### config.mk
export PLATFORM = sky130hd
export DESIGN_NAME = wt_dcache_rd_ctrl
export DESIGN_NICKNAME = d
export VERILOG_FILES = /design/src/rtl/wt_dcache_rd_ctrl.sv
export SDC_FILE = /design/constraint.sdc
export NUM_CORES = 1
export LEC_CHECK = 0
export CAP_MARGIN = 30
export CORE_AREA = 2 2 186 188
export CTS_CLUSTER_DIAMETER = 50
export DETAILED_ROUTE_END_ITERATION = 7
export DIE_AREA = 0 0 188 190
export DONT_BUFFER_PORTS = 1
export GPL_ROUTABILITY_DRIVEN = 0
export PLACE_DENSITY = 0.5
export REMOVE_ABC_BUFFERS = 1
export SYNTH_ARGS = -nofsm -noshare
export SYNTH_HDL_FRONTEND = slang
export SYNTH_SLANG_ARGS = --single-unit
### constraint.sdc
create_clock -name clk_i -period 8.1 [get_ports clk_i]
set_input_delay 1.62 -clock clk_i [delete_from_list [all_inputs] [get_ports clk_i]]
set_output_delay 1.62 -clock clk_i [all_outputs]
set_load 0.1 [all_outputs]
### src/rtl/wt_dcache_rd_ctrl.sv
// Read-port controller for the write-through L1 dcache. It checks each load for a
// hit, hands misses and non-cacheable loads to the miss unit, and replays reads
// that collide with line writes. Replays are bounded; when the bound is reached
// the load goes to memory as a forced non-cacheable access so it always finishes.
// It also keeps saturating hit, miss and replay counters.
//
// state         | meaning
// --------------+----------------------------------------------------------
// IDLE          | no outstanding request, waiting for a grant
// READ          | cache read issued, waiting for the tag to evaluate hit/miss
// MISS_REQ      | miss request presented to the miss unit
// MISS_WAIT     | miss acknowledged, waiting for the return
// REPLAY_REQ    | re-issuing the cache read after a collision
// REPLAY_READ   | evaluating the replayed read with the latched tag
// KILL_MISS_ACK | killed while the miss request was still pending
// KILL_MISS     | killed after the miss ack, draining the return
module wt_dcache_rd_ctrl #(
  parameter int unsigned             CacheIdWidth     = 3,
  parameter logic [CacheIdWidth-1:0] RdTxId           = 1,
  parameter int unsigned             SigWidth         = 14,
  parameter int unsigned             MaxReplays       = 4,
  parameter int unsigned             CntWidth         = 32,
  parameter int unsigned             SetAssoc         = 4,
  parameter int unsigned             IndexWidth       = 12,
  parameter int unsigned             OffsetWidth      = 4,
  parameter int unsigned             TagWidth         = 44,
  parameter logic [63:0]             CachedRegionBase = 64'h0000_0000_8000_0000,
  parameter logic [63:0]             CachedRegionLen  = 64'h0000_0000_4000_0000
) (
  input  logic                              clk_i,
  input  logic                              rst_i,
  input  logic                              cache_en_i,
  // core request port
  input  logic                              req_i,
  output logic                              gnt_o,
  input  logic [IndexWidth-1:0]             idx_i,
  input  logic [1:0]                        size_i,
  input  logic                              tag_valid_i,
  input  logic [TagWidth-1:0]               tag_i,
  input  logic [SigWidth-1:0]               sig_i,
  input  logic                              kill_i,
  output logic                              rvalid_o,
  output logic [63:0]                       rdata_o,
  // cache memory read interface
  output logic                              rd_req_o,
  input  logic                              rd_ack_i,
  output logic [TagWidth-1:0]               rd_tag_o,
  output logic [IndexWidth-OffsetWidth-1:0] rd_idx_o,
  output logic [OffsetWidth-1:0]            rd_off_o,
  output logic [SigWidth-1:0]               rd_sig_o,
  input  logic [63:0]                       rd_data_i,
  input  logic [SetAssoc-1:0]               rd_vld_bits_i,
  input  logic [SetAssoc-1:0]               rd_hit_oh_i,
  input  logic                              wr_cl_vld_i,
  input  logic                              conflict_i,
  // miss unit interface
  output logic                              miss_req_o,
  input  logic                              miss_ack_i,
  input  logic                              miss_replay_i,
  input  logic                              miss_rtrn_vld_i,
  output logic [63:0]                       miss_paddr_o,
  output logic                              miss_nc_o,
  output logic                              miss_forced_o,
  output logic [2:0]                        miss_size_o,
  output logic [CacheIdWidth-1:0]           miss_id_o,
  output logic [SigWidth-1:0]               miss_sig_o,
  output logic [SetAssoc-1:0]               miss_vld_bits_o,
  // performance counters
  input  logic                              cnt_clr_i,
  output logic [CntWidth-1:0]               hit_cnt_o,
  output logic [CntWidth-1:0]               miss_cnt_o,
  output logic [CntWidth-1:0]               replay_cnt_o
);

  localparam logic [3:0]  MaxRep          = 4'(MaxReplays);
  localparam logic [63:0] CachedRegionEnd = CachedRegionBase + CachedRegionLen;

  typedef enum logic [2:0] {
    IDLE, READ, MISS_REQ, MISS_WAIT, REPLAY_REQ, REPLAY_READ, KILL_MISS_ACK, KILL_MISS
  } state_e;

  state_e                  state_q, state_d;
  logic [IndexWidth-1:0]   idx_q, idx_d;
  logic [1:0]              size_q, size_d;
  logic [TagWidth-1:0]     tag_q, tag_d;
  logic [SigWidth-1:0]     sig_q, sig_d;
  logic [SetAssoc-1:0]     vld_q, vld_d;
  logic [3:0]              replay_q, replay_d;
  logic                    forced_q, forced_d;
  logic                    rd_ack_q;
  logic [CntWidth-1:0]     hit_cnt_q, miss_cnt_q, replay_cnt_q;
  logic                    hit_inc, miss_inc, replay_inc;
  logic [63:0]             paddr_q, paddr_chk;
  logic                    nc_chk, collision;

  // The hit check uses the tag arriving this cycle (or the latched one on a replay).
  assign paddr_q   = 64'({tag_q, idx_q});
  assign paddr_chk = 64'({tag_d, idx_q});
  assign nc_chk    = forced_q | ~cache_en_i |
                     ~((paddr_chk >= CachedRegionBase) && (paddr_chk < CachedRegionEnd));
  assign collision = wr_cl_vld_i | conflict_i | ~rd_ack_q;

  assign rd_tag_o  = tag_d;
  assign rd_idx_o  = idx_d[IndexWidth-1:OffsetWidth];
  assign rd_off_o  = idx_d[OffsetWidth-1:0];
  assign rd_sig_o  = sig_d;
  assign rdata_o   = rd_data_i;

  assign miss_paddr_o    = paddr_q;
  assign miss_nc_o       = forced_q | ~cache_en_i |
                           ~((paddr_q >= CachedRegionBase) && (paddr_q < CachedRegionEnd));
  assign miss_forced_o   = forced_q;
  assign miss_size_o     = miss_nc_o ? {1'b0, size_q} : 3'b111;
  assign miss_id_o       = RdTxId;
  assign miss_sig_o      = sig_q;
  assign miss_vld_bits_o = vld_q;

  assign hit_cnt_o    = hit_cnt_q;
  assign miss_cnt_o   = miss_cnt_q;
  assign replay_cnt_o = replay_cnt_q;

  // Next-state, handshake outputs and request-register updates.
  always_comb begin
    state_d    = state_q;
    idx_d      = idx_q;
    size_d     = size_q;
    tag_d      = tag_q;
    sig_d      = sig_q;
    vld_d      = vld_q;
    replay_d   = replay_q;
    forced_d   = forced_q;
    gnt_o      = 1'b0;
    rvalid_o   = 1'b0;
    rd_req_o   = 1'b0;
    miss_req_o = 1'b0;
    hit_inc    = 1'b0;
    miss_inc   = 1'b0;
    replay_inc = 1'b0;

    if (state_q == READ && tag_valid_i) begin
      tag_d = tag_i;
      sig_d = sig_i;
    end

    unique case (state_q)
      IDLE: begin
        rd_req_o = req_i;
        if (req_i && rd_ack_i) begin
          gnt_o   = 1'b1;
          state_d = READ;
        end
      end
      READ, REPLAY_READ: begin
        rd_req_o = 1'b1;
        if (kill_i) begin
          rvalid_o = 1'b1;
          state_d  = IDLE;
        end else if (tag_valid_i || state_q == REPLAY_READ) begin
          vld_d = rd_vld_bits_i;
          if (collision) begin
            if (replay_q < MaxRep) begin
              replay_d   = replay_q + 4'd1;
              replay_inc = 1'b1;
              state_d    = REPLAY_REQ;
            end else begin
              forced_d = 1'b1;
              state_d  = MISS_REQ;
            end
          end else if ((|rd_hit_oh_i) && !nc_chk) begin
            rvalid_o = 1'b1;
            hit_inc  = 1'b1;
            state_d  = IDLE;
            if (req_i && rd_ack_i) begin
              gnt_o   = 1'b1;
              state_d = READ;
            end
          end else begin
            miss_inc = 1'b1;
            state_d  = MISS_REQ;
          end
        end
      end
      MISS_REQ: begin
        miss_req_o = 1'b1;
        if (kill_i) begin
          rvalid_o = 1'b1;
          state_d  = miss_ack_i ? KILL_MISS : KILL_MISS_ACK;
        end else if (miss_replay_i) begin
          state_d = REPLAY_REQ;
        end else if (miss_ack_i) begin
          state_d = MISS_WAIT;
        end
      end
      MISS_WAIT: begin
        if (miss_rtrn_vld_i) begin
          rvalid_o = 1'b1;
          state_d  = IDLE;
        end else if (kill_i) begin
          rvalid_o = 1'b1;
          state_d  = KILL_MISS;
        end
      end
      REPLAY_REQ: begin
        rd_req_o = 1'b1;
        if (kill_i) begin
          rvalid_o = 1'b1;
          state_d  = IDLE;
        end else if (rd_ack_i) begin
          state_d = REPLAY_READ;
        end
      end
      KILL_MISS_ACK: begin
        miss_req_o = 1'b1;
        if (miss_replay_i) begin
          state_d = IDLE;
        end else if (miss_ack_i) begin
          state_d = KILL_MISS;
        end
      end
      KILL_MISS: begin
        if (miss_rtrn_vld_i) begin
          state_d = IDLE;
        end
      end
      default: state_d = IDLE;
    endcase

    // A new request starts with a fresh replay budget.
    if (gnt_o) begin
      idx_d    = idx_i;
      size_d   = size_i;
      replay_d = 4'd0;
      forced_d = 1'b0;
    end
  end

  // State and request registers.
  always_ff @(posedge clk_i or posedge rst_i) begin
    if (rst_i) begin
      state_q  <= IDLE;
      idx_q    <= '0;
      size_q   <= '0;
      tag_q    <= '0;
      sig_q    <= '0;
      vld_q    <= '0;
      replay_q <= '0;
      forced_q <= 1'b0;
      rd_ack_q <= 1'b0;
    end else begin
      state_q  <= state_d;
      idx_q    <= idx_d;
      size_q   <= size_d;
      tag_q    <= tag_d;
      sig_q    <= sig_d;
      vld_q    <= vld_d;
      replay_q <= replay_d;
      forced_q <= forced_d;
      rd_ack_q <= rd_ack_i;
    end
  end

  // Saturating performance counters; clear wins over a same-cycle increment.
  always_ff @(posedge clk_i or posedge rst_i) begin
    if (rst_i) begin
      hit_cnt_q    <= '0;
      miss_cnt_q   <= '0;
      replay_cnt_q <= '0;
    end else if (cnt_clr_i) begin
      hit_cnt_q    <= '0;
      miss_cnt_q   <= '0;
      replay_cnt_q <= '0;
    end else begin
      if (hit_inc && hit_cnt_q != '1)       hit_cnt_q    <= hit_cnt_q + 1'b1;
      if (miss_inc && miss_cnt_q != '1)     miss_cnt_q   <= miss_cnt_q + 1'b1;
      if (replay_inc && replay_cnt_q != '1) replay_cnt_q <= replay_cnt_q + 1'b1;
    end
  end

endmodule

==> impl_summary.md <==
Timing
The final-layout worst hold slack is 0.4945 ns. In this run the tightest slew margin relative to its limit is 31.09%. Setup repair after global routing left no endpoint under its margin. For the final database, setup skew stands at 0.01716 ns. Static timing analysis puts the maximum clock frequency at 145.9 MHz. The hold violation count in the final report came to 0. The time the worst path needs with I/O delays and setup is 6.855 ns. The final cycle utilization of the critical path is 84.63%. The number of pins exceeding their max-slew limit in the final report is 0. Setup violations remaining at the end of the flow were counted as 0. The slew at the pin with the worst max-slew slack is 1.034 ns.

Critical path
The worst setup path is of the input port to primary output kind. Walking the worst path, the cells encountered are nor4bb_4 > buf_4 > mux2_2 > or4_4 > nor4_4 > nor2_1 > or2_4 > clkinv_2 > mux2_1. The startpoint kind of the worst setup timing path is an input port.

The required time of the critical path is 6.48 ns. Data on the critical path arrives at its endpoint at 5.24 ns. The worst setup path startpoint is tag_valid_i. In this design, the stage delay of the slowest critical-path cell is 0.81 ns. The slowest stage of the critical path belongs to the cell mux2_1.

The worst register-to-register path begins at state_q[0]. The endpoint kind of the worst setup timing path is a primary output. The worst-path maximum fanout is 24.

The count of buffering cells on the critical path with inverters included is 2. The cell family contributing the most delay on the critical path is simple AND/OR/NAND/NOR gates.

Synth
The biggest area contributor in the post-synthesis netlist is dfrtp_1. Counting flops with a built-in enable in the synthesized netlist gives 0. Summing the sequential cell areas from Yosys gives 49.33% of the chip area. The warning count from the yosys run is 0. The per-instance average area after synthesis is 10.33 µm². In this run, distinct cell masters in the synthesized netlist total 60. The share of the synthesized area in the top cell type is 49.33%. The most used flip-flop cell after synthesis is dfrtp_1. Synthesis produced 889 cells. The summed instance area of the synthesized netlist is 0.009181 mm². By area the synthesized netlist is led by dfrtp_1 49%, mux2_2 7.7%, buf_4 6.1%, xor2_1 5.9%, nor2_1 3.8%. After synthesis, the share of flip-flops with an asynchronous set or reset is 100.0%. Yosys instantiated no cell more often than dfrtp_1. Synthesis inferred 181 register bits. The commonest cells after synthesis are 181 x dfrtp_1, 94 x nor2_1, 75 x buf_4.

Clocking
Counting along the longest clock path gives a buffer depth of 2. Clock-pin slew was measured on the worst setup and hold paths at 0.07 ns. The source-to-sink clock delay at the later pin of the worst-skew pair is 0.45 ns. After clock tree synthesis, the flow added hold-fix buffers numbering 0. In this run, CTS created clock tree buffers numbering 17.

TritonCTS built the clock tree. The number of resized instances in the post-cts repair step is 0. CTS built an H-tree with a depth of 4. The number of sinks driven by the clock tree is 181. The post-CTS setup buffer count is 0. The clock root buffer master is clkbuf_16.

GRT
The via count of the first global-routing pass is 6593. The overall routing resource usage is 18.36%. Entering global routing, the biggest net connects 110 pins. The first global-routing pass estimated 47.65 mm of wire. The residual overflow from global routing is 0. The initial antenna violation count is 2.

Floorplan
Once the floorplan was initialized, standard cells occupied 27.05% of the core. The die extent in x is 188 µm. The area of the core region is 0.03395 mm². The floorplan step set the die height to 190 µm. In this run the core area contains 68 standard-cell rows. The number of top-level pins is 481.

The die covers 0.03572 mm².

Final layout
The signed area change from the synthesized netlist to the final layout is 15.74%. The share of the core filled with cells is 31.30%. The net count of the finished layout is 1017. In the final layout, the share of cells above drive strength 1 is 18.32%. With fillers left out, the area of the finished cells amounts to 0.01063 mm².

Placed design
After legalization and detailed placement, the total HPWL measured 24.80 mm. The cell area reported after detailed placement is 0.009509 mm². During placement, the flow inserted port buffers numbering 0.

Detailed routing
The initial detailed-routing violation count is 542. The total via count in the routed design is 6850. The total routed wirelength is 33.25 mm.

The detail route stage leaves a number of antenna-violating nets equal to 0. The average detailed-routed wire length per instance is 25.12 µm. The per-cell via count in the routed design is 5.174. The length of the first detailed-routing pass in iterations is 4. In the routed design, unresolved DRC markers number 0.

Min path
In this run the worst hold path is classified as register to register. The worst hold path begins at replay_q[2].

Status
The flow ran to the end, and the final reports show no timing, DRC or antenna violations.

Job
The number of maximum-capacitance violations is 0.
-- path summary, 6_finish.rpt --
| kind | depth (start not counted) | slack (ns) | to |
|---|---|---|---|
| min in group asynchronous | 1 | 1.15 | miss_cnt_o[11] |
| worst max-delay path | 9 | 1.24 | rd_idx_o[6] |
| worst min register to register | 2 | 0.49 | replay_q[2] |
| worst max register to register | 9 | 3.53 | idx_q[10] |
| max in group asynchronous | 3 | 5.90 | tag_q[2] |
| worst min-delay path | 2 | 0.49 | replay_q[2] |
-- cell type report --
class | count | area (µm²)
diodes | 1 | 2.502
clock buffers | 21 | 460.4
clock inverters | 10 | 100.1
fillers | 3418 | 23320
inverters | 11 | 50.05
multi-input cells | 590 | 3934
flip-flops and latches | 181 | 4529
well taps | 455 | 569.3
repair buffers | 55 | 980.9
-- cells in the final DEF (no fill, tap or decap), types with 11 or more instances in the layout --
cell	synthesis	final
dfrtp_1	181	181
buf_16	0	27
clkbuf_16	0	17
xor2_1	62	62
buf_4	75	11
mux2_1	14	14
conb_1	2	11
mux2_2	63	63
or3_1	22	22
o21ai_0	22	22
nand2_1	34	34
nor3_1	14	14
and3_1	29	29
nor4_1	17	17
nand4_1	40	40
a21oi_1	34	34
nor2_1	94	93
nand3_1	50	50
-- logic make-up after synthesis --
| group | count (synthesis) | share of synthesized area [%] |
|---|---|---|
| flops | 181 | 49.33 |
| mux | 80 | 9.771 |
| buf+inv | 127 | 8.408 |
| simple gates | 344 | 20.05 |
| fa+ha+maj | 4 | 0.5451 |
| other cells | 2 | 0.08180 |
| compound gates | 80 | 5.042 |
| xor+xnor | 71 | 6.773 |
-- tightest hold or removal path: stages (launching register included) --
cell     delay (ns)
dfrtp_1        0.34
a21oi_1        0.04
nor2_1         0.07
-- routing by layer --
| metal | vias to the layer above | track usage [%] | wire (µm) |
|---|---|---|---|
| li1 | 2987 | - | - |
| met1 | 3364 | 20.22 | 12260 |
| met2 | 431 | 26.11 | 14270 |
| met3 | 56 | 14.35 | 5657 |
| met4 | 12 | 6.269 | 791 |
| met5 | - | 5.907 | 282 |
-- flip-flops by register name, indices dropped and copies added (netlist names) --
register         flops
hit_cnt_o           32
replay_q             4
miss_forced_o        1
miss_cnt_o          32
tag_q               44
miss_sig_o          14
size_q               2
idx_q               12
state_q              3
rd_ack_q             1
miss_vld_bits_o      4
replay_cnt_o        32
-- metrics by stage --
| stage | setup slack (ns) | TNS, ns | cells |
|---|---|---|---|
| 2_1_floorplan | -4.675 | -439.76 | 782 |
| 3_3_place_gp | 1.225 | 0 | 1249 |
| 3_5_place_dp | 1.194 | 0 | 1265 |
| 4_1_cts | 1.183 | 0 | 1296 |
| 5_1_grt | 1.016 | 0 | 1323 |
| 6_report | 1.245 | 0 | 1324 |
Power is left out: the tool's default activity adds up to more than one toggle a clock period on the data nets, which glitch-free logic cannot reach.
